<file path="config.mk">
export PLATFORM = sky130hd
export DESIGN_NAME = sara_arbiter
export DESIGN_NICKNAME = d
export VERILOG_FILES = /design/src/rtl/sara_arbiter.sv
export SDC_FILE = /design/constraint.sdc
export NUM_CORES = 1
export LEC_CHECK = 0
export CORE_UTILIZATION = 45
export CTS_BUF_LIST = sky130_fd_sc_hd__clkbuf_16
export DETAILED_ROUTE_END_ITERATION = 10
export HOLD_SLACK_MARGIN = 0.03
export PLACE_DENSITY = 0.76
export SYNTH_ARGS = -nofsm -noshare
export SYNTH_HDL_FRONTEND = slang
export SYNTH_SLANG_ARGS = --single-unit
</file>
<file path="constraint.sdc">
create_clock -name clk -period 6.84 [get_ports clk]
set_input_delay 0.684 -clock clk [delete_from_list [all_inputs] [get_ports clk]]
set_output_delay 0.684 -clock clk [all_outputs]
set_load 0.05 [all_outputs]
</file>
<file path="src/rtl/sara_arbiter.sv">
// -----------------------------------------------------------------------------
// sara_arbiter
//   Shares one SARA segmented adder between two requesters. A round-robin
//   arbiter grants one requester at a time. The winner's operands are latched
//   into operand registers, the combinational SARA evaluates them, and the
//   {cout, sum} pair is held in result registers. Only one transaction is in
//   flight at a time: IDLE (grant/accept) -> EXEC (compute) -> DONE (hold the
//   result until the consumer takes it).
//
//   SARA select semantics (NG = size/group_size groups, group 0 is the LSBs):
//     select[g] = 1 : group g takes the carry-in from below. For g = 0 that is
//                     the external carry-in; for g > 0 it is group g-1's carry-out.
//     select[g] = 0 : group g's carry-in is forced to 0.
//   The carry-out of the top group is always the adder carry-out. With every
//   select bit set, the SARA is an exact adder.
//
// Parameters
//   size        operand/sum width, must be a multiple of group_size
//   group_size  bits per SARA group
//
// Ports
//   clk, rst                  clock (rising edge), synchronous active-high reset
//   reqN_valid / reqN_ready   request handshake for requester N (N = 0, 1)
//   reqN_a, reqN_b            requester N operands        [size-1:0]
//   reqN_cin                  requester N carry-in
//   reqN_select               requester N per-group select [NG-1:0]
//   res_valid / res_ready     result handshake
//   res_sum, res_cout         SARA result for the latched operands
//   res_id                    requester that owns the result
//
// Optional build macro SARA_ERR_MON_EN adds two outputs:
//   err_flag  1 when the latched result differs from the exact a+b+cin
//   err_cnt   16-bit saturating count of results with err_flag set
// -----------------------------------------------------------------------------

// Combinational segmented adder.
module sara_adder #(
  parameter int size       = 16,
  parameter int group_size = 4
) (
  input  logic [size-1:0]            a,
  input  logic [size-1:0]            b,
  input  logic                       cin,
  input  logic [size/group_size-1:0] select,
  output logic [size-1:0]            sum,
  output logic                       cout
);
  localparam int NG = size / group_size;

  logic [NG-1:0] grp_cin;
  logic [NG-1:0] grp_cout;

  for (genvar gi = 0; gi < NG; gi++) begin : g_grp
    logic [group_size:0] grp_res;

    if (gi == 0) begin : g_first
      assign grp_cin[gi] = select[gi] & cin;
    end else begin : g_rest
      assign grp_cin[gi] = select[gi] & grp_cout[gi-1];
    end

    assign grp_res = {1'b0, a[gi*group_size +: group_size]}
                   + {1'b0, b[gi*group_size +: group_size]}
                   + {{group_size{1'b0}}, grp_cin[gi]};
    assign sum[gi*group_size +: group_size] = grp_res[group_size-1:0];
    assign grp_cout[gi] = grp_res[group_size];
  end

  assign cout = grp_cout[NG-1];
endmodule

module sara_arbiter #(
  parameter int size       = 16,
  parameter int group_size = 4
) (
  input  logic                       clk,
  input  logic                       rst,
  input  logic                       req0_valid,
  output logic                       req0_ready,
  input  logic [size-1:0]            req0_a,
  input  logic [size-1:0]            req0_b,
  input  logic                       req0_cin,
  input  logic [size/group_size-1:0] req0_select,
  input  logic                       req1_valid,
  output logic                       req1_ready,
  input  logic [size-1:0]            req1_a,
  input  logic [size-1:0]            req1_b,
  input  logic                       req1_cin,
  input  logic [size/group_size-1:0] req1_select,
  output logic                       res_valid,
  input  logic                       res_ready,
  output logic [size-1:0]            res_sum,
  output logic                       res_cout,
  output logic                       res_id
`ifdef SARA_ERR_MON_EN
  ,
  output logic                       err_flag,
  output logic [15:0]                err_cnt
`endif
);
  localparam int NG = size / group_size;

  typedef enum logic [1:0] {
    IDLE = 2'd0,
    EXEC = 2'd1,
    DONE = 2'd2
  } state_t;

  state_t          state_q;
  logic            last_grant_q;
  logic [size-1:0] op_a_q;
  logic [size-1:0] op_b_q;
  logic            op_cin_q;
  logic [NG-1:0]   op_sel_q;
  logic            op_id_q;
  logic            res_valid_q;
  logic [size-1:0] res_sum_q;
  logic            res_cout_q;
  logic            res_id_q;

  // Arbitration: a lone requester wins; on a tie the requester that did not
  // win last time gets the grant.
  logic            grant1_d;
  logic            accept_d;
  logic [size-1:0] op_a_d;
  logic [size-1:0] op_b_d;
  logic            op_cin_d;
  logic [NG-1:0]   op_sel_d;

  always_comb begin
    grant1_d = 1'b0;
    if (req0_valid && req1_valid) begin
      grant1_d = ~last_grant_q;
    end else begin
      grant1_d = req1_valid;
    end
  end

  // Ready is only offered in IDLE and never while reset is asserted.
  assign req0_ready = ~rst & (state_q == IDLE) & req0_valid & ~grant1_d;
  assign req1_ready = ~rst & (state_q == IDLE) & grant1_d;
  assign accept_d   = req0_ready | req1_ready;

  assign op_a_d   = grant1_d ? req1_a      : req0_a;
  assign op_b_d   = grant1_d ? req1_b      : req0_b;
  assign op_cin_d = grant1_d ? req1_cin    : req0_cin;
  assign op_sel_d = grant1_d ? req1_select : req0_select;

  // The SARA only ever sees the operand registers.
  logic [size-1:0] sara_sum;
  logic            sara_cout;

  sara_adder #(
    .size       (size),
    .group_size (group_size)
  ) u_sara (
    .a      (op_a_q),
    .b      (op_b_q),
    .cin    (op_cin_q),
    .select (op_sel_q),
    .sum    (sara_sum),
    .cout   (sara_cout)
  );

`ifdef SARA_ERR_MON_EN
  logic [size:0] exact_sum;
  logic          err_flag_d;
  logic          err_flag_q;
  logic [15:0]   err_cnt_q;

  assign exact_sum  = {1'b0, op_a_q} + {1'b0, op_b_q} + {{size{1'b0}}, op_cin_q};
  assign err_flag_d = ({sara_cout, sara_sum} != exact_sum);
  assign err_flag   = err_flag_q;
  assign err_cnt    = err_cnt_q;
`endif

  always_ff @(posedge clk) begin
    if (rst) begin
      state_q      <= IDLE;
      last_grant_q <= 1'b1;
      op_a_q       <= '0;
      op_b_q       <= '0;
      op_cin_q     <= 1'b0;
      op_sel_q     <= '0;
      op_id_q      <= 1'b0;
      res_valid_q  <= 1'b0;
      res_sum_q    <= '0;
      res_cout_q   <= 1'b0;
      res_id_q     <= 1'b0;
`ifdef SARA_ERR_MON_EN
      err_flag_q   <= 1'b0;
      err_cnt_q    <= '0;
`endif
    end else begin
      case (state_q)
        IDLE: begin
          if (accept_d) begin
            op_a_q       <= op_a_d;
            op_b_q       <= op_b_d;
            op_cin_q     <= op_cin_d;
            op_sel_q     <= op_sel_d;
            op_id_q      <= grant1_d;
            last_grant_q <= grant1_d;
            state_q      <= EXEC;
          end
        end
        EXEC: begin
          res_sum_q   <= sara_sum;
          res_cout_q  <= sara_cout;
          res_id_q    <= op_id_q;
          res_valid_q <= 1'b1;
`ifdef SARA_ERR_MON_EN
          err_flag_q  <= err_flag_d;
          if (err_flag_d && (err_cnt_q != 16'hFFFF)) begin
            err_cnt_q <= err_cnt_q + 16'd1;
          end
`endif
          state_q     <= DONE;
        end
        DONE: begin
          // Hold the result until the consumer takes it; no timeout.
          if (res_ready) begin
            res_valid_q <= 1'b0;
            state_q     <= IDLE;
          end
        end
        default: begin
          state_q <= IDLE;
        end
      endcase
    end
  end

  assign res_valid = res_valid_q;
  assign res_sum   = res_sum_q;
  assign res_cout  = res_cout_q;
  assign res_id    = res_id_q;
endmodule

</file>
* After elaboration in Yosys (flattened, before gate mapping)
Cells that the tools add are included.
** Word-level totals
- Flip-flop bits (word level) :: 60
- Output and inout port bits :: 21
- Logic and storage cells :: 51
- Input bits :: 79
** Cells by class
- Equality and inequality tests :: 4
- Reduce and logical (&&, ||, !) cells :: 6
- Add/subtract/negate cells :: 8
- Mux-type cells :: 10
- Bitwise logic cells :: 12
** Operators by type and width (number)
- 16-bit two-way mux :: 2
- 4-bit by 4-bit adder with 5-bit output :: 4
- 5-bit by 1-bit adder with 5-bit output :: 4
- 1-bit bitwise AND :: 8
- 2-bit case mux with 3 select lines :: 1
- 2-bit AND reduction :: 3
- 2-bit two-way mux :: 2
- 4-bit two-way mux :: 1
- 2-bit != test, second input constant :: 2
- 1-bit two-way mux :: 3
- 1-bit NOT :: 3
- 2-bit by 1-bit == test with 1-bit output, second input constant :: 1
- 2-bit == test, second input constant :: 1
- 2-bit logical NOT :: 1
- 1-bit case mux with 2 select lines :: 1
- 2-bit nonzero test :: 1
- 1-bit logical AND :: 1
- 1-bit OR :: 1

* Longest topological paths before layout
Gate-level depths: netlist of run 1.
- Word-level depth :: 8
- Depth in mapped cells :: 23
- Depth with buffers taken out :: 23

* Cells and area by module
Synthesis of run 1 repeated with hierarchy kept, for this count alone.
** Unflattened totals
- Cell total of the unflattened synthesis :: 381
- Area, all modules :: 3216.8 sq um
** By module, submodules not included
- sara_arbiter :: area each 2658.8 sq um, seq. area each 1201.2 sq um, cells each 324, instances 1
- sara_adder :: area each 558.0 sq um, seq. area each 0.0 sq um, cells each 57, instances 1

* Least setup slack after synthesis of run 1
No wires, ideal clock.
- Kind :: register to register
- Start point :: register op_sel_q[0]
- End point :: register res_sum_q[13], in the netlist res_sum[13]
- Path slack :: 1.988 ns
- Required time :: 6.754 ns
- Period minus slack after synthesis :: 4.852 ns
- Setup time :: 0.086 ns
- Arrival :: 4.766 ns
- Cell stages (with the launch flop) :: 22
- Path buffers :: 0
- Path through :: dfxtp_1 > and2_1 > fa_1 > fa_1 > a21o_1 > a21oi_1 > nor2b_1 > fa_1 > fa_1 > a21o_1 > a21oi_1 > nor2b_1 > fa_1 > inv_1 > fa_1 > nor2b_1 > o21a_1 > o21a_1 > fa_1 > inv_1 > fa_1 > a211oi_1
** Between the ends
- Cells in the longest elaborated chain, start to end :: 8
** Ends and longest elaborated chain
- start: declaration :: RTL line 114 : logic [NG-1:0] op_sel_q;
- start signal: assignment :: RTL line 201 : op_sel_q <= op_sel_d;
- 1-bit bitwise AND :: RTL line 57 : assign grp_cin[gi] = select[gi] & cin;
- 5-bit by 1-bit adder with 5-bit output :: RTL line 64 : + {{group_size{1'b0}}, grp_cin[gi]};
- 1-bit bitwise AND :: RTL line 59 : assign grp_cin[gi] = select[gi] & grp_cout[gi-1];
- 5-bit by 1-bit adder with 5-bit output :: RTL line 64
- 1-bit bitwise AND :: RTL line 59
- 5-bit by 1-bit adder with 5-bit output :: RTL line 64
- 1-bit bitwise AND :: RTL line 59
- 5-bit by 1-bit adder with 5-bit output :: RTL line 64
- end signal: assignment :: RTL line 208 : res_sum_q <= sara_sum;
- end: declaration :: RTL line 117 : logic [size-1:0] res_sum_q;
Every way passes these cells.
A chain may end at the register's enable or synchronous reset.

* Worst setup path in the final report of run 1
Same ends and word-level chain as after synthesis.

==> summary.txt, run 1 <==
Clock network
  – Post-CTS Setup Bufs: 0
  – CTS H-Tree Depth: 3
  – Post-CTS resize count: 0
  – Hold-fix buffers at CTS: 0
  – Number of CTS-inserted buffers: 9
  – Clock-pin slew on the worst setup and hold paths: 0.05 ns
  – Clk buf depth: 2
  – Clock Tree Root: clkbuf_16
  – Worst-Skew Late Latency: 0.32 ns
  – Clk sinks: 60
  – CTS tree: built

Floorplanning
  – Die Ht: 87.6 microns
  – Die W: 87.6 microns
  – Core area: 6940 sq um
  – Die area: 7670 sq um
  – Row count: 30
  – Initial Util: 0.474
  – # IOs: 100

Global routing
  – Gr ovfl total: 0
  – Vias in the first global route: 2793
  – Initial antenna violation count: 0
  – Total track usage: 0.234
  – First-pass GRT wire length: 13.6 mm
  – Pin count of the biggest net entering global routing: 69

Drt
  – Drt wl/cell: 15.4 microns
  – Top layer in use: met4
  – Final WL: 8.48 mm
  – Pre-antenna DRT Iters: 4
  – Vias per cell: 5.36
  – Vias: 2953
  – DR WL met2: 3.92 mm
  – Met3 WL post-DR: 520 microns
  – Sum of routed wire segments on met1: 3.95 mm
  – Antenna-violating nets left: 0
  – DRC: 0
  – First DRT Iteration DRCs: 154

Critical path
  – Reg-to-reg critical path startpoint: op_sel_q[0]
  – Arr. time, crit path: 5.42 ns
  – CP Data Required Time: 7.07 ns
  – CP Launch Point: op_sel_q[0]
  – CP max stage cell: fa_1
  – Crit path top cell by count: fa_1
  – R2r setup slk: 1.65 ns
  – Worst Setup End Kind: flop
  – Critical path launch point type: flop
  – Worst-path maximum fanout: 2
  – Max incr delay on CP: 0.44 ns
  – CP Cell Sequence: and2_1 > fa_1 > fa_1 > a21o_1 > a21oi_1 > nor2b_1 > fa_1 > fa_1 > a21o_1 > a21oi_1 > nor2b_1 > fa_1 > inv_1 > fa_1 > nor2b_1 > o21a_1 > o21a_1 > fa_1 > inv_1 > fa_1 > a211oi_1
  – CP Class: flop to flop

Placement
  – Port buffer count: 99
  – Post-DP HPWL: 5.94 mm
  – Placer Congestion: 0.861
  – Pre-CTS WS: 1.70 ns
  – Placed Area: 4250 sq um

Cells and area
  – Antenna Cells: 0
  – Filler Cells Inserted: 548
  – Area grow syn2layout: 38.3%
  – Nets: 549
  – Final Instance Area: 4560 sq um
  – Share of layout cells above drive strength 1: 0.110

Logic synthesis
  – Syn Area/Cell: 8.98 sq um
  – Largest family of logic cells by synthesized area: compound AO/OA/AOI/OAI gates
  – Seq/Total Area, Yosys: 0.365
  – Xor-xnor portion of the synthesized cell area: 0.0106
  – Compound-gate portion of the synthesized area: 0.281
  – Synth Area in Simple Gates: 0.187
  – Number of flops mapped to enable cells by yosys: 0
  – Multiplexer area fraction after synthesis: 0
  – Top FF cell, synth: dfxtp_1
  – Syn. warnings: 0
  – Synthesis-stage register bit count: 60
  – Number of distinct library cells after synthesis: 35
  – Asr flop ratio synth: 0
  – Synth Instances: 367
  – Post-Synth Adder-Cell Area: 0.0942
  – Synth Cell Area: 3290 sq um
  – Syn Nets: 466

Min path
  – Hold crit path type: flop to flop
  – Beginning of the worst hold path: res_sum[8]

Power
  – LEAKAGE: 1.69 nW
  – Maximum VDD drop: 0.000146 V
  – Pwr dens: 250 nW/um^2

Timing
  – Worst Setup Slack, final: 1.65 ns
  – Final setup vio count: 0
  – Period minus WS final: 5.19 ns
  – Final worst path period share: 0.759
  – Setup TNS: 0 ns
  – RSZ-0062 raised after global routing: false
  – FMAX: 0.193 GHz
  – Slew @ Worst Pin: 1.20 ns
  – Final Hold Viols: 0
  – Max-slew violation total from the final report: 0
  – Worst Skew: 0.00704 ns
  – Rel. slew slack: 0.202

Status
  – Run status: complete, no violations

Run
  – Max-Cap Viols: 0
cell type report:
cell class / instances / area [sq um] / share of cell area
Clock buffer: 9 / 225 / 0.0494
Clock inverter: 7 / 82.6 / 0.0181
Inverter: 6 / 22.5 / 0.00494
Multi-Input combinational cell: 270 / 1890 / 0.415
Sequential cell: 60 / 1200 / 0.264
Tap cell: 96 / 120 / 0.0264
Timing Repair Buffer: 103 / 1020 / 0.223
Yosys cell counts (2+ instances only):
master     n  area, sq um
nand4_1    4         25.0
and2_1     3         18.8
xnor2_1    4         35.0
a21o_1     2         15.0
o21a_1     2         15.0
buf_4      4         30.0
a211oi_1   5         37.5
ha_1      12          150
a21oi_1   53          265
clkbuf_1   6         22.5
nand3_1    8         40.0
a311oi_2  28          420
a2111o_1   4         45.0
nor2_1     9         33.8
inv_1      6         22.5
fa_1       8          160
nand3b_1   5         37.5
nor2b_1    9         56.3
or3b_1     2         17.5
buf_6      4         45.0
nand2_1   92          345
dfxtp_1   60         1200
a311oi_1   9         78.8
buf_2     17         85.1
through the flow:
stage                     utilization  std cells  total power, W  hold slack, ns
after floorplan                     -        367        0.000589           0.432
after global placement          0.612        535        0.000679           0.441
after detailed placement        0.612        535        0.000684           0.447
after CTS                       0.656        551         0.00114           0.453
after global routing            0.656        551         0.00119           0.469
final                           0.656        551         0.00114           0.452
registers in the layout (all words and copies together) (netlist names):
register / flops
state_q: 2
res_valid: 1
op_b_q: 16
res_cout: 1
op_sel_q: 4
op_cin_q: 1
last_grant_q: 1
op_id_q: 1
res_sum: 16
op_a_q: 16
res_id: 1
per-layer routing:
metal  up-vias  track usage
met5         -            0
met4         0       0.0745
met1      1360        0.318
li1       1483            -
met3         6       0.0537
met2       104        0.368
path summary, 6_finish.rpt:
path                 endpoint  cells past startpoint
setup / recovery  res_sum[13]                     21
hold / removal     res_sum[8]                      2
setup reg to reg  res_sum[13]                     21
hold reg to reg    res_sum[8]                      2
worst max-delay path: cells and delay by family, from the launching register on:
family,cells,cell delay (ns)
DFF,1,0.31
and+or+nand+nor,4,0.35
adders and majority gates,8,3.08
AOI/OAI and AO/OA,7,1.20
buffers and inverters,2,0.17
power breakdown:
group	leakage (nW)	internal (W)	switching (W)	total [W]
sequential	0.493	0.000383	0.0000265	0.000410
combinational	1.04	0.000120	0.000149	0.000269
clock	0.158	0.000314	0.000147	0.000461
total	1.69	0.000817	0.000323	0.00114
cell families (layout without fill, tap and decap cells):
| family | count (synthesis) | in the layout |
|---|---|---|
| AND/OR/NAND/NOR | 137 | 137 |
| XOR/XNOR | 4 | 4 |
| AO/OA/AOI/OAI | 109 | 109 |
| flip-flops | 60 | 60 |
| adder cells (fa/ha/maj) | 20 | 20 |
| buffers and inverters | 37 | 125 |
layout by cell type, fill, tap and decap left out, types with 7 or more instances in the layout:
master,netlist,layout
a21oi_1,53,53
nand3_1,8,8
dfxtp_1,60,60
a311oi_2,28,28
clkdlybuf4s50_1,0,98
nor2b_1,9,9
nand2_1,92,92
fa_1,8,8
a311oi_1,9,9
inv_1,6,7
nor2_1,9,9
clkbuf_16,0,9
ha_1,12,12
(Power assumes the default switching activity.)
==> inputs of run 2 (changes only) <==
CORE_UTILIZATION = 43   (was 45)
clock period = 4.5 ns   (was 6.84 ns; I/O delays follow)
==> run 2 against run 1 <==
  * The flow now finishes with violations (setup timing)
  * Sequential share of layout area is 0.34 points lower
  * Total power is 42% higher
  * Routed wire length is 0.78% lower
  * Sequential power is 52% higher
  * Cell area is 1.4% higher
  * First-iteration DRC count is 9.7% higher
  * Core utilization is 2.6 points lower
  * Critical endpoint unchanged
==> summary.txt, run 2 (synthesis results as in run 1) <==
Floorplanning
  – # IOs: 100 (unchanged)
  – Die area: 8020 sq um (+4.6%)
  – Die Ht: 89.5 microns (+2.2%)
  – Core area: 7330 sq um (+5.6%)
  – Initial Util: 0.449 (-0.0250)
  – Row count: 31 (+3.3%)
  – Die W: 89.5 microns (+2.2%)

Critical path
  – R2R cell count: 21 (unchanged)
  – CP Class: flop to flop
  – CP Cell Sequence: and2_4 > fa_2 > fa_2 > a21o_1 > a21oi_1 > nor2b_1 > fa_2 > fa_2 > a21o_1 > a21oi_2 > nor2b_1 > fa_2 > inv_2 > fa_2 > nor2b_2 > o21a_1 > o21a_1 > fa_2 > inv_2 > fa_2 > a211oi_2
  – Arr. time, crit path: 5.00 ns (-0.42 ns)
  – Worst-path maximum fanout: 2 (unchanged)
  – CP Data Required Time: 4.74 ns (-2.33 ns)
  – Worst Setup End Kind: flop
  – CP Launch Point: op_sel_q[0]
  – Max incr delay on CP: 0.42 ns (-0.02 ns)
  – CP max stage cell: fa_2
  – Crit path top cell by count: fa_2
  – Critical path launch point type: flop
  – Reg-to-reg critical path startpoint: op_sel_q[0]

Drt
  – Vias: 3016 (+2.1%)
  – Pre-antenna DRT Iters: 4 (unchanged)
  – Antenna-violating nets left: 0 (unchanged)
  – Drt wl/cell: 15.0 microns (-2.5%)
  – Vias per cell: 5.38 (+0.31%)
  – Final WL: 8.41 mm (-0.78%)
  – First DRT Iteration DRCs: 169 (+9.7%)
  – DRC: 0 (unchanged)

Power
  – Maximum VDD drop: 0.000191 V (+31%)
  – Tot Pwr: 0.00162 W (+42%)
  – Pwr dens: 350 nW/um^2 (+40%)
  – LEAKAGE: 1.71 nW (+1.1%)

Cells and area
  – Antenna Cells: 0 (unchanged)
  – Commonest non-fill, non-tap cell in the layout: clkdlybuf4s50_1
  – Final Instance Area: 4620 sq um (+1.4%)
  – Share of layout cells above drive strength 1: 0.165 (+0.0546)
  – Most frequent cells in the layout: clkdlybuf4s50_1, nand2_1, dfxtp_1
  – Nets: 558 (+1.6%)
  – Area grow syn2layout: 40.3%
  – Finished Layout Cells: 561 (+1.8%)

Clock network
  – CTS tree: built
  – CTS H-Tree Depth: 3 (unchanged)
  – Worst-Skew Late Latency: 0.32 ns (about the same)
  – Number of CTS-inserted buffers: 9 (unchanged)
  – Clock Tree Root: clkbuf_16
  – Clk buf depth: 2 (unchanged)
  – Hold-fix buffers at CTS: 0 (unchanged)
  – Clk sinks: 60 (unchanged)
  – Clock-pin slew on the worst setup and hold paths: 0.05 ns (about the same)

Placement
  – Port buffer count: 99 (unchanged)
  – Placer Congestion: 0.842 (-2.2%)
  – Placed Area: 4300 sq um (+1.3%)
  – Post-DP HPWL: 5.89 mm (-0.74%)
  – DP Cell Count: 542 (+1.3%)

Timing
  – Setup TNS: -0.793 ns (-0.793 ns)
  – Period minus WS final: 4.76 ns (-0.424 ns)
  – Worst Setup Slack, final: -0.265 ns (-1.92 ns)
  – Final setup vio count: 4 (+4)
  – FMAX: 0.210 GHz (+8.9%)
  – RSZ-0062 raised after global routing: true
  – Final Hold Viols: 0 (unchanged)
  – Max-slew violation total from the final report: 0 (unchanged)
  – Final worst path period share: 1.06 (+0.300)
  – Worst Skew: 0.00413 ns (-0.00291 ns)
  – Rel. slew slack: 0.344 (+0.142)
  – Slew @ Worst Pin: 0.984 ns (-0.213 ns)

Min path
  – Beginning of the worst hold path: res_sum[0]
  – Hold crit path type: flop to flop
  – Hold depth: 2 (unchanged)

Run
  – Max-Cap Viols: 0 (unchanged)

Global routing
  – Total track usage: 0.229 (-0.00406)
  – Gr ovfl total: 0 (unchanged)
  – First-pass GRT wire length: 13.8 mm (+1.2%)
  – Pin count of the biggest net entering global routing: 68 (-1.4%)
  – Initial antenna violation count: 0 (unchanged)
  – Vias in the first global route: 2808 (+0.54%)

Status
  – Run status: finished with violations
  – Failing checks: setup timing
## run 2: cell count changes in the layout (fill, tap and decap cells not counted), moves of 2 or more
cell       delta
inv_2         +2
a21oi_2       +2
a21oi_1       -2
fa_1          -8
fa_2          +8
bufinv_16     -2
buf_4         +9
inv_1         -2
## run 2: through the flow
stage	utilization	setup slack, ns	hold slack, ns
2_1_floorplan	-	-0.0939	0.432
3_3_place_gp	0.587	-0.212	0.442
3_5_place_dp	0.587	-0.294	0.449
4_1_cts	0.626	-0.243	0.456
5_1_grt	0.630	-0.460	0.483
6_report	0.630	-0.265	0.453
## run 2: path summary, 6_finish.rpt
check	slack, ns	end
worst max-delay path	-0.26	res_sum[13]
worst min-delay path	0.45	res_sum[0]
worst max register to register	-0.26	res_sum[13]
worst min register to register	0.45	res_sum[0]
## run 2: report_power, final
part / switching, W / leakage (nW) / internal [W]
Combinational: 0.000229 / 1.09 / 0.000190
Clock: 0.000217 / 0.130 / 0.000357
Sequential: 0.0000406 / 0.494 / 0.000583
Total: 0.000487 / 1.71 / 0.00113
## run 2: timing repair
item / 4_1_cts / 5_1_grt
setup buffers: 3 / 2
endpoints found under the setup margin: 3 / 5
gates resized for setup: 6 / 6
pin swaps: 4 / 5
cloned: 0 / 0
## run 2: routing by layer
| layer | global-route usage | vias up | part of all wire |
|---|---|---|---|
| met4 | 0.0924 | 0 | 0.015 |
| met3 | 0.0434 | 9 | 0.049 |
| met1 | 0.331 | 1411 | 0.47 |
| met5 | 0 | - | 0 |
| li1 | - | 1502 | - |
| met2 | 0.336 | 94 | 0.47 |
## run 2: cell type report
class,count,area (sq um)
inverter,6,22.5
multi-input combinational,270,1940
tap,99,124
fill,619,2710
clock inverter,5,22.5
clock buffer,9,225
timing repair buffer,112,1080
sequential,60,1200
## run 2: worst max-delay path: cells and delay by family, from the launching register on
family	cells	cell delay, ns
fa+ha+maj	8	2.74
buf+inv	2	0.13
simple gates	4	0.34
compound gates	7	1.16
flops	1	0.31
==> inputs of run 3 (changes only) <==
MAX_ROUTING_LAYER = met4   (was not set)
==> run 3 against run 2 <==
  * The flow still finishes with violations (setup timing)
  * Setup slack worse by 0.023 ns
  * Combinational power is 1% lower
  * Global-route usage is 1.1 points lower
  * Total power is 4.1% higher
  * Register-to-register slack worse by 0.02 ns
  * Clock skew is 0.0019 ns higher
  * Sequential cell count stayed put
  * Critical path depth stayed put
==> summary.txt, run 3 (synthesis results as in run 1) <==
Status
  – Run status: finished with violations
  – Failing checks: setup timing

Timing
  – Final Hold Viols: 0 (unchanged)
  – RSZ-0062 raised after global routing: true
  – Max-slew violation total from the final report: 0 (unchanged)
  – Final setup vio count: 3 (-1)
  – Final worst path period share: 1.06 (+0.00518)
  – Setup TNS: -0.761 ns (+0.0319 ns)
  – Rel. slew slack: 0.353 (+0.00860)
  – Worst Setup Slack, final: -0.288 ns (-0.0233 ns)
  – Slew @ Worst Pin: 0.971 ns (-0.0129 ns)
  – Worst Skew: 0.00605 ns (+0.00192 ns)
  – Period minus WS final: 4.79 ns (+0.0233 ns)
  – FMAX: 0.209 GHz (-0.49%)

Drt
  – Antenna-violating nets left: 0 (unchanged)
  – Pre-antenna DRT Iters: 5 (+1)
  – DRC: 0 (unchanged)
  – First DRT Iteration DRCs: 108 (-36%)
  – Vias per cell: 5.28 (-1.8%)
  – Drt wl/cell: 14.4 microns (-3.9%)
  – Final WL: 8.12 mm (-3.5%)
  – Vias: 2973 (-1.4%)

Cells and area
  – Antenna Cells: 0 (unchanged)
  – Final Instance Area: 4640 sq um (+0.41%)
  – Area grow syn2layout: 40.9%
  – Nets: 558 (unchanged)
  – Commonest non-fill, non-tap cell in the layout: clkdlybuf4s50_1
  – Share of layout cells above drive strength 1: 0.155 (-0.00933)
  – Core Util, Final: 0.633 (+0.00256)
  – Most frequent cells in the layout: clkdlybuf4s50_1, nand2_1, dfxtp_1

Global routing
  – Total track usage: 0.219 (-0.0107)
  – Initial antenna violation count: 0 (unchanged)
  – Pin count of the biggest net entering global routing: 68 (unchanged)
  – First-pass GRT wire length: 12.8 mm (-7.1%)
  – Vias in the first global route: 2698 (-3.9%)
  – Gr ovfl total: 0 (unchanged)

Clock network
  – Clock-pin slew on the worst setup and hold paths: 0.05 ns (about the same)
  – Number of CTS-inserted buffers: 9 (unchanged)
  – Hold-fix buffers at CTS: 0 (unchanged)
  – Clk sinks: 60 (unchanged)
  – Clk buf depth: 2 (unchanged)
  – CTS tree: built
  – Clock Tree Root: clkbuf_16
  – CTS H-Tree Depth: 3 (unchanged)
  – Worst-Skew Late Latency: 0.32 ns (about the same)

Floorplanning
  – Row count: 31 (unchanged)
  – Die area: 8020 sq um (unchanged)
  – Die Ht: 89.5 microns (unchanged)
  – Die W: 89.5 microns (unchanged)
  – Initial Util: 0.449 (unchanged)
  – Core area: 7330 sq um (unchanged)
  – # IOs: 100 (unchanged)

Placement
  – Port buffer count: 99 (unchanged)
  – Placed Area: 4300 sq um (unchanged)
  – Post-DP HPWL: 5.77 mm (-2.0%)
  – Placer Congestion: 0.859 (+2.1%)

Power
  – Clock share of power: 0.384 (+0.029)
  – Pwr dens: 363 nW/um^2 (+3.7%)
  – Tot Pwr: 0.00169 W (+4.1%)
  – LEAKAGE: 1.72 nW (+0.51%)
  – Switching Fraction: 0.293 (-0.00815)
  – Combinational power share: 0.246 (-0.013)
  – Maximum VDD drop: 0.000198 V (+3.8%)
  – Register share of total power: 0.370 (-0.016)
  – Sw power: 0.000494 W (+1.3%)
  – Int Power: 0.00119 W (+5.4%)

Critical path
  – Arr. time, crit path: 5.03 ns (+0.03 ns)
  – Worst Setup End Kind: flop
  – Critical path launch point type: flop
  – Worst-path maximum fanout: 2 (unchanged)
  – R2r setup slk: -0.29 ns (-0.02 ns)
  – CP Class: flop to flop
  – CP Data Required Time: 4.74 ns (about the same)

Run
  – Max-Cap Viols: 0 (unchanged)

Min path
  – Hold crit path type: flop to flop
==> run 3: metrics by stage <==
stage               hold slack, ns  worst slack [ns]  cells
finish                       0.449            -0.288    563
global route                 0.484            -0.462    563
CTS                          0.455            -0.248    559
detailed placement           0.448            -0.278    542
global placement             0.442            -0.214    542
floorplan                    0.432           -0.0939    367
==> run 3: path summary, 6_finish.rpt <==
check	startpoint	endpoint	depth (start not counted)
hold / removal	res_id	res_id	2
setup reg to reg	op_sel_q[0]	res_sum[13]	21
setup / recovery	op_sel_q[0]	res_sum[13]	21
hold reg to reg	res_id	res_id	2
==> run 3: metal layers <==
layer	vias up	track usage	part of all wire
li1	1501	-	-
met1	1370	0.306	0.50
met3	12	0.0314	0.041
met2	90	0.309	0.44
met5	-	-	0
met4	0	0.104	0.021
==> run 3: cell type report <==
| cell class | count | area (sq um) |
|---|---|---|
| timing repair buffer | 112 | 1080 |
| inverter | 6 | 22.5 |
| fill | 642 | 2690 |
| multi-input combinational | 270 | 1920 |
| tap | 99 | 124 |
| sequential | 60 | 1200 |
| clock inverter | 7 | 58.8 |
| clock buffer | 9 | 225 |
==> run 3: worst max-delay path: stages, from the launching register on <==
cell and delay, ns:
dfxtp_2 0.32, and2_4 0.15, fa_2 0.37, fa_2 0.36
a21o_1 0.18, a21oi_1 0.13, nor2b_1 0.07, fa_2 0.35
fa_2 0.35, a21o_1 0.18, a21oi_1 0.13, nor2b_1 0.07
fa_2 0.35, inv_2 0.07, fa_2 0.19, nor2b_1 0.05
o21a_1 0.16, o21a_1 0.19, fa_2 0.36, inv_2 0.06
fa_2 0.43, a211oi_2 0.19
==> run 3: repair_timing <==
item / in CTS / in global routing
buffers inserted: 1 / 4
endpoints found under the setup margin: 3 / 5
pin swaps: 2 / 2
resized for setup: 6 / 1
==> run 3: power groups by stage <==
stage               clock network (W)  registers [W]  logic [W]
finish                       0.000647       0.000623   0.000415
global route                 0.000675       0.000629   0.000455
CTS                          0.000650       0.000623   0.000415
detailed placement                  0       0.000633   0.000409
global placement                    0       0.000631   0.000402
floorplan                           0       0.000669   0.000228
==> patch 1: new RTL, flow settings as in run 3 <==
The 3 states of `state_t` get a one-hot encoding in 3 bits.
--- a/src/rtl/sara_arbiter.sv
+++ b/src/rtl/sara_arbiter.sv
@@ -100,10 +100,10 @@
 );
   localparam int NG = size / group_size;
 
-  typedef enum logic [1:0] {
-    IDLE = 2'd0,
-    EXEC = 2'd1,
-    DONE = 2'd2
+  typedef enum logic [2:0] {
+    IDLE = 3'b001,
+    EXEC = 3'b010,
+    DONE = 3'b100
   } state_t;
 
   state_t          state_q;
Formal check against the unedited RTL: no difference found for any inputs over 10 cycles, from zero or initial values and one cycle with rst high; not proved beyond that.
==> patch 1 against run 3 <==
  * The run still ends with negative setup slack left
  * Design area shrank 1.6%
  * Setup slack lost 0.016 ns
  * Sequential share of layout area grew 0.86 points
  * Critical path type unchanged
  * Utilization is essentially flat
  * Power shrank 7.1%
  * Wire length is 3.2% lower
  * Highest routed layer unchanged
  * Sequential cell count up 1
  * Synthesized area shrank 3.0%
==> patch 1: results (changes against run 3) <==
{
  "outcome": {"value": "complete, but fails checks"},
  "violations": {"value": "negative setup slack"},
  "routed-wl-met2": {"value": 3443, "unit": "um", "change": "-3.3%"},
  "synth_compound_area_frac": {"value": 0.2083, "change": "-0.07275"},
  "route.layer.met1.wl": {"value": 3880, "unit": "um", "change": "-4.2%"},
  "non_clock_buffer_count": {"value": 111, "change": "-0.89%"},
  "finalNetCount": {"value": 564, "change": "+1.1%"},
  "seq_area_frac": {"value": 0.2677, "change": "+0.008645"},
  "grtUsageMet2": {"value": 0.3056, "change": "-0.003219"},
  "track_usage": {"value": 0.2162, "change": "-0.002568"},
  "final-clk-cell-share": {"value": 0.05481, "change": "-0.006393"},
  "synth.cells.most_frequent": {"value": "sky130_fd_sc_hd__nand2_1 (94), sky130_fd_sc_hd__dfxtp_1 (61), sky130_fd_sc_hd__nor2_1 (52), sky130_fd_sc_hd__a311oi_2 (20), sky130_fd_sc_hd__clkbuf_1 (18)"},
  "synthTopCellsByArea": {"value": "sky130_fd_sc_hd__dfxtp_1 (38%), sky130_fd_sc_hd__nand2_1 (11%), sky130_fd_sc_hd__a311oi_2 (9.4%)"},
  "synth.distinct_cells": {"value": 38, "change": "+8.6%"},
  "ys_seq_area_frac": {"value": 0.3821, "change": "+0.01754"},
  "final_setup_violating_endpoints": {"value": 4, "change": "+1"},
  "grtUsageMet3": {"value": 0.03110, "change": "-0.0002915"},
  "detailroute.wirelength.met3": {"value": 359, "unit": "um", "change": "+8.8%"},
  "nNonClkInverters": {"value": 7, "change": "+1"},
  "layout.buffer.nonclock.area_share": {"value": 0.2384, "change": "+0.004934"},
  "place_area": {"value": 0.004238, "unit": "mm2", "change": "-1.5%"},
  "leakage": {"value": 1.764, "unit": "nW", "change": "+2.6%"},
  "drtPass1Iterations": {"value": 4, "change": "-1"},
  "fin_ws": {"value": -0.3039, "unit": "ns", "change": "-0.01558 ns"},
  "timing.critical_path.arrival": {"value": 5.04, "unit": "ns", "change": "about the same"}
}
## patch 1: cell count changes after synthesis, moves of 8 or more
cell and delta:
sky130_fd_sc_hd__a311oi_2 -8, sky130_fd_sc_hd__a21oi_1 -37, sky130_fd_sc_hd__nor2_1 +43, sky130_fd_sc_hd__a311oi_1 +8, sky130_fd_sc_hd__buf_2 -12, sky130_fd_sc_hd__clkbuf_1 +12
## patch 1: how the worst max path moves through the flow
stage                     start           to  slack [ns]  cells past startpoint
floorplan           op_sel_q[0]  res_sum[13]       -0.05                     21
CTS                 op_sel_q[0]  res_sum[14]       -0.30                     24
finish              op_sel_q[0]  res_sum[13]       -0.30                     21
global placement    op_sel_q[0]  res_sum[14]       -0.19                     24
detailed placement  op_sel_q[0]  res_sum[14]       -0.38                     24
global route        op_sel_q[0]  res_sum[14]       -0.48                     24
## patch 1: repair_timing
item	in CTS	in global routing
resized for setup	11	5
endpoints found under the setup margin	5	5
setup buffers	3	2
hold endpoints to repair	0	0
pin swaps	3	3
==> patch 2: new RTL, flow settings as in run 3 <==
Made on the original files. `group_size` is set to 4 in 2 places; all go to 2.
--- a/src/rtl/sara_arbiter.sv
+++ b/src/rtl/sara_arbiter.sv
@@ -36,7 +36,7 @@
 // Combinational segmented adder.
 module sara_adder #(
   parameter int size       = 16,
-  parameter int group_size = 4
+  parameter int group_size = 2
 ) (
   input  logic [size-1:0]            a,
   input  logic [size-1:0]            b,
@@ -71,7 +71,7 @@
 
 module sara_arbiter #(
   parameter int size       = 16,
-  parameter int group_size = 4
+  parameter int group_size = 2
 ) (
   input  logic                       clk,
   input  logic                       rst,
Interface: changed (resized req0_select and req1_select); port bits go from 100 to 108. No check against the original RTL was run, so the function may have changed too.
==> patch 2 against run 3 <==
  * The run still ends with negative setup slack left
  * Wire length up 12%
  * Synthesized area shrank 4.1%
  * Setup slack got worse by 2.4 ns
  * Hold slack got worse by 0.063 ns
  * Largest power group unchanged
  * Design area shrank 1.2%
  * Highest routed layer unchanged
  * Sequential share of layout area is 2.1 points higher
  * Sequential cell count rose by 4
  * Critical path depth up 5
  * Combinational power up 5.3%
  * Via count increased by 5.5%
  * Power rose by 13%
  * Clock power is 20% higher
  * Synthesized cell count is 1.4% higher
==> patch 2: results (changes against run 3) <==
{
  "dp.final_hpwl": {"value": 5874, "unit": "um", "change": "+1.8%"},
  "gp_congestion": {"value": 0.8141, "change": "-5.3%"},
  "share_of_layout_cells_above_drive_strength_1": {"value": 0.1206, "change": "-0.03456"},
  "route.layer.met1.wl": {"value": 4078, "unit": "um", "change": "+0.64%"},
  "first_global_vias": {"value": 2987, "change": "+11%"},
  "finalNetCount": {"value": 554, "change": "-0.72%"},
  "fin_skew": {"value": 0.004821, "unit": "ns", "change": "-0.001228 ns"},
  "dr_total_vias": {"value": 3138, "change": "+5.5%"},
  "detail_route.wl_per_cell": {"value": 16.42, "unit": "um", "change": "+14%"},
  "worstMarginPinSlew": {"value": 0.9554, "unit": "ns", "change": "-0.01589 ns"},
  "violations": {"value": "negative setup slack"},
  "synthTopCellsByArea": {"value": "sky130_fd_sc_hd__dfxtp_1 (41%), sky130_fd_sc_hd__nor4_1 (16%), sky130_fd_sc_hd__fa_1 (10%)"},
  "drtPass1Iterations": {"value": 7, "change": "+2"},
  "postSynthNetCount": {"value": 475, "change": "+1.9%"},
  "leakage": {"value": 1.580, "unit": "nW", "change": "-8.1%"},
  "grt_max_degree": {"value": 99, "change": "+46%"},
  "fin_ws": {"value": -2.731, "unit": "ns", "change": "-2.443 ns"},
  "grt_pass1_wl": {"value": 14810, "unit": "um", "change": "+15%"},
  "vdd_ir_drop_max": {"value": 0.1934, "unit": "mV", "change": "-2.5%"},
  "track_usage": {"value": 0.2605, "change": "+0.04178"},
  "timing.critical_path.arrival": {"value": 7.46, "unit": "ns", "change": "+2.43 ns"},
  "final_setup_violating_endpoints": {"value": 9, "change": "+6"},
  "hold_path_class": {"value": "input pin to flop"},
  "outcome": {"value": "complete, but fails checks"},
  "ys_seq_area_frac": {"value": 0.4054, "change": "+0.04078"}
}
patch 2: changes by cell type in the layout (fill, tap and decap cells not counted), sizes merged, moves of 6 or more:
cell / before / now
clkdlybuf4s50: 98 / 106
ha: 12 / 0
nor2b: 9 / 1
nor3: 1 / 42
a311oi: 37 / 0
buf: 14 / 7
and2: 3 / 9
nand2: 92 / 34
nor4: 0 / 80
nand3: 8 / 0
fa: 8 / 16
patch 2: area by class of cell:
type	count	area, um2	share of cell area
clock buffer	9	225.2	0.04913
clock inverter	7	111.4	0.02429
inverter	3	11.26	0.002456
multi-input combinational	260	1720	0.3753
sequential	64	1282	0.2797
tap	96	120.1	0.02620
timing repair buffer	113	1114	0.2429
patch 2: what timing repair did:
item	CTS	global route
hold endpoints to repair	0	0
setup endpoints to repair	9	9
buffers inserted	0	0
resized for setup	2	2
pin swaps	10	1
patch 2: through the flow:
step | utilization | instances
finish | 0.6602 | 552
global route | 0.6602 | 552
CTS | 0.6593 | 552
detailed placement | 0.6099 | 536
global placement | 0.6099 | 536
floorplan | - | 372
patch 2: worst paths after layout:
check | from | to | slack, ns | cells past startpoint
min reg2reg | op_id_q | op_id_q | 0.45 | 2
min | rst | res_valid | 0.39 | 2
max | op_cin_q | res_sum[15] | -2.73 | 26
max reg2reg | op_cin_q | res_sum[15] | -2.73 | 26
patch 2: per-layer routing:
metal / vias to the layer above / track usage
met2: 125 / 0.4045
met3: 15 / 0.04713
met4: 0 / 0.1118
met1: 1469 / 0.3327
li1: 1529 / -
met5: - / -
patch 2: cells by family (layout without fill, tap and decap cells):
kind of cell             after synthesis  after routing  share of synthesized area
AO/OA/AOI/OAI                         63             63                     0.1049
buffers and inverters                 48            132                    0.07521
AND/OR/NAND/NOR                      181            181                     0.3131
adder cells (fa/ha/maj)               16             16                     0.1013
flip-flops                            64             64                     0.4054
patch 2: report_power, final:
part	total (mW)	switching [mW]	internal, mW	leakage (nW)
clock network	0.776	0.240	0.536	0.167
logic	0.437	0.243	0.194	0.883
registers	0.693	0.0575	0.635	0.530
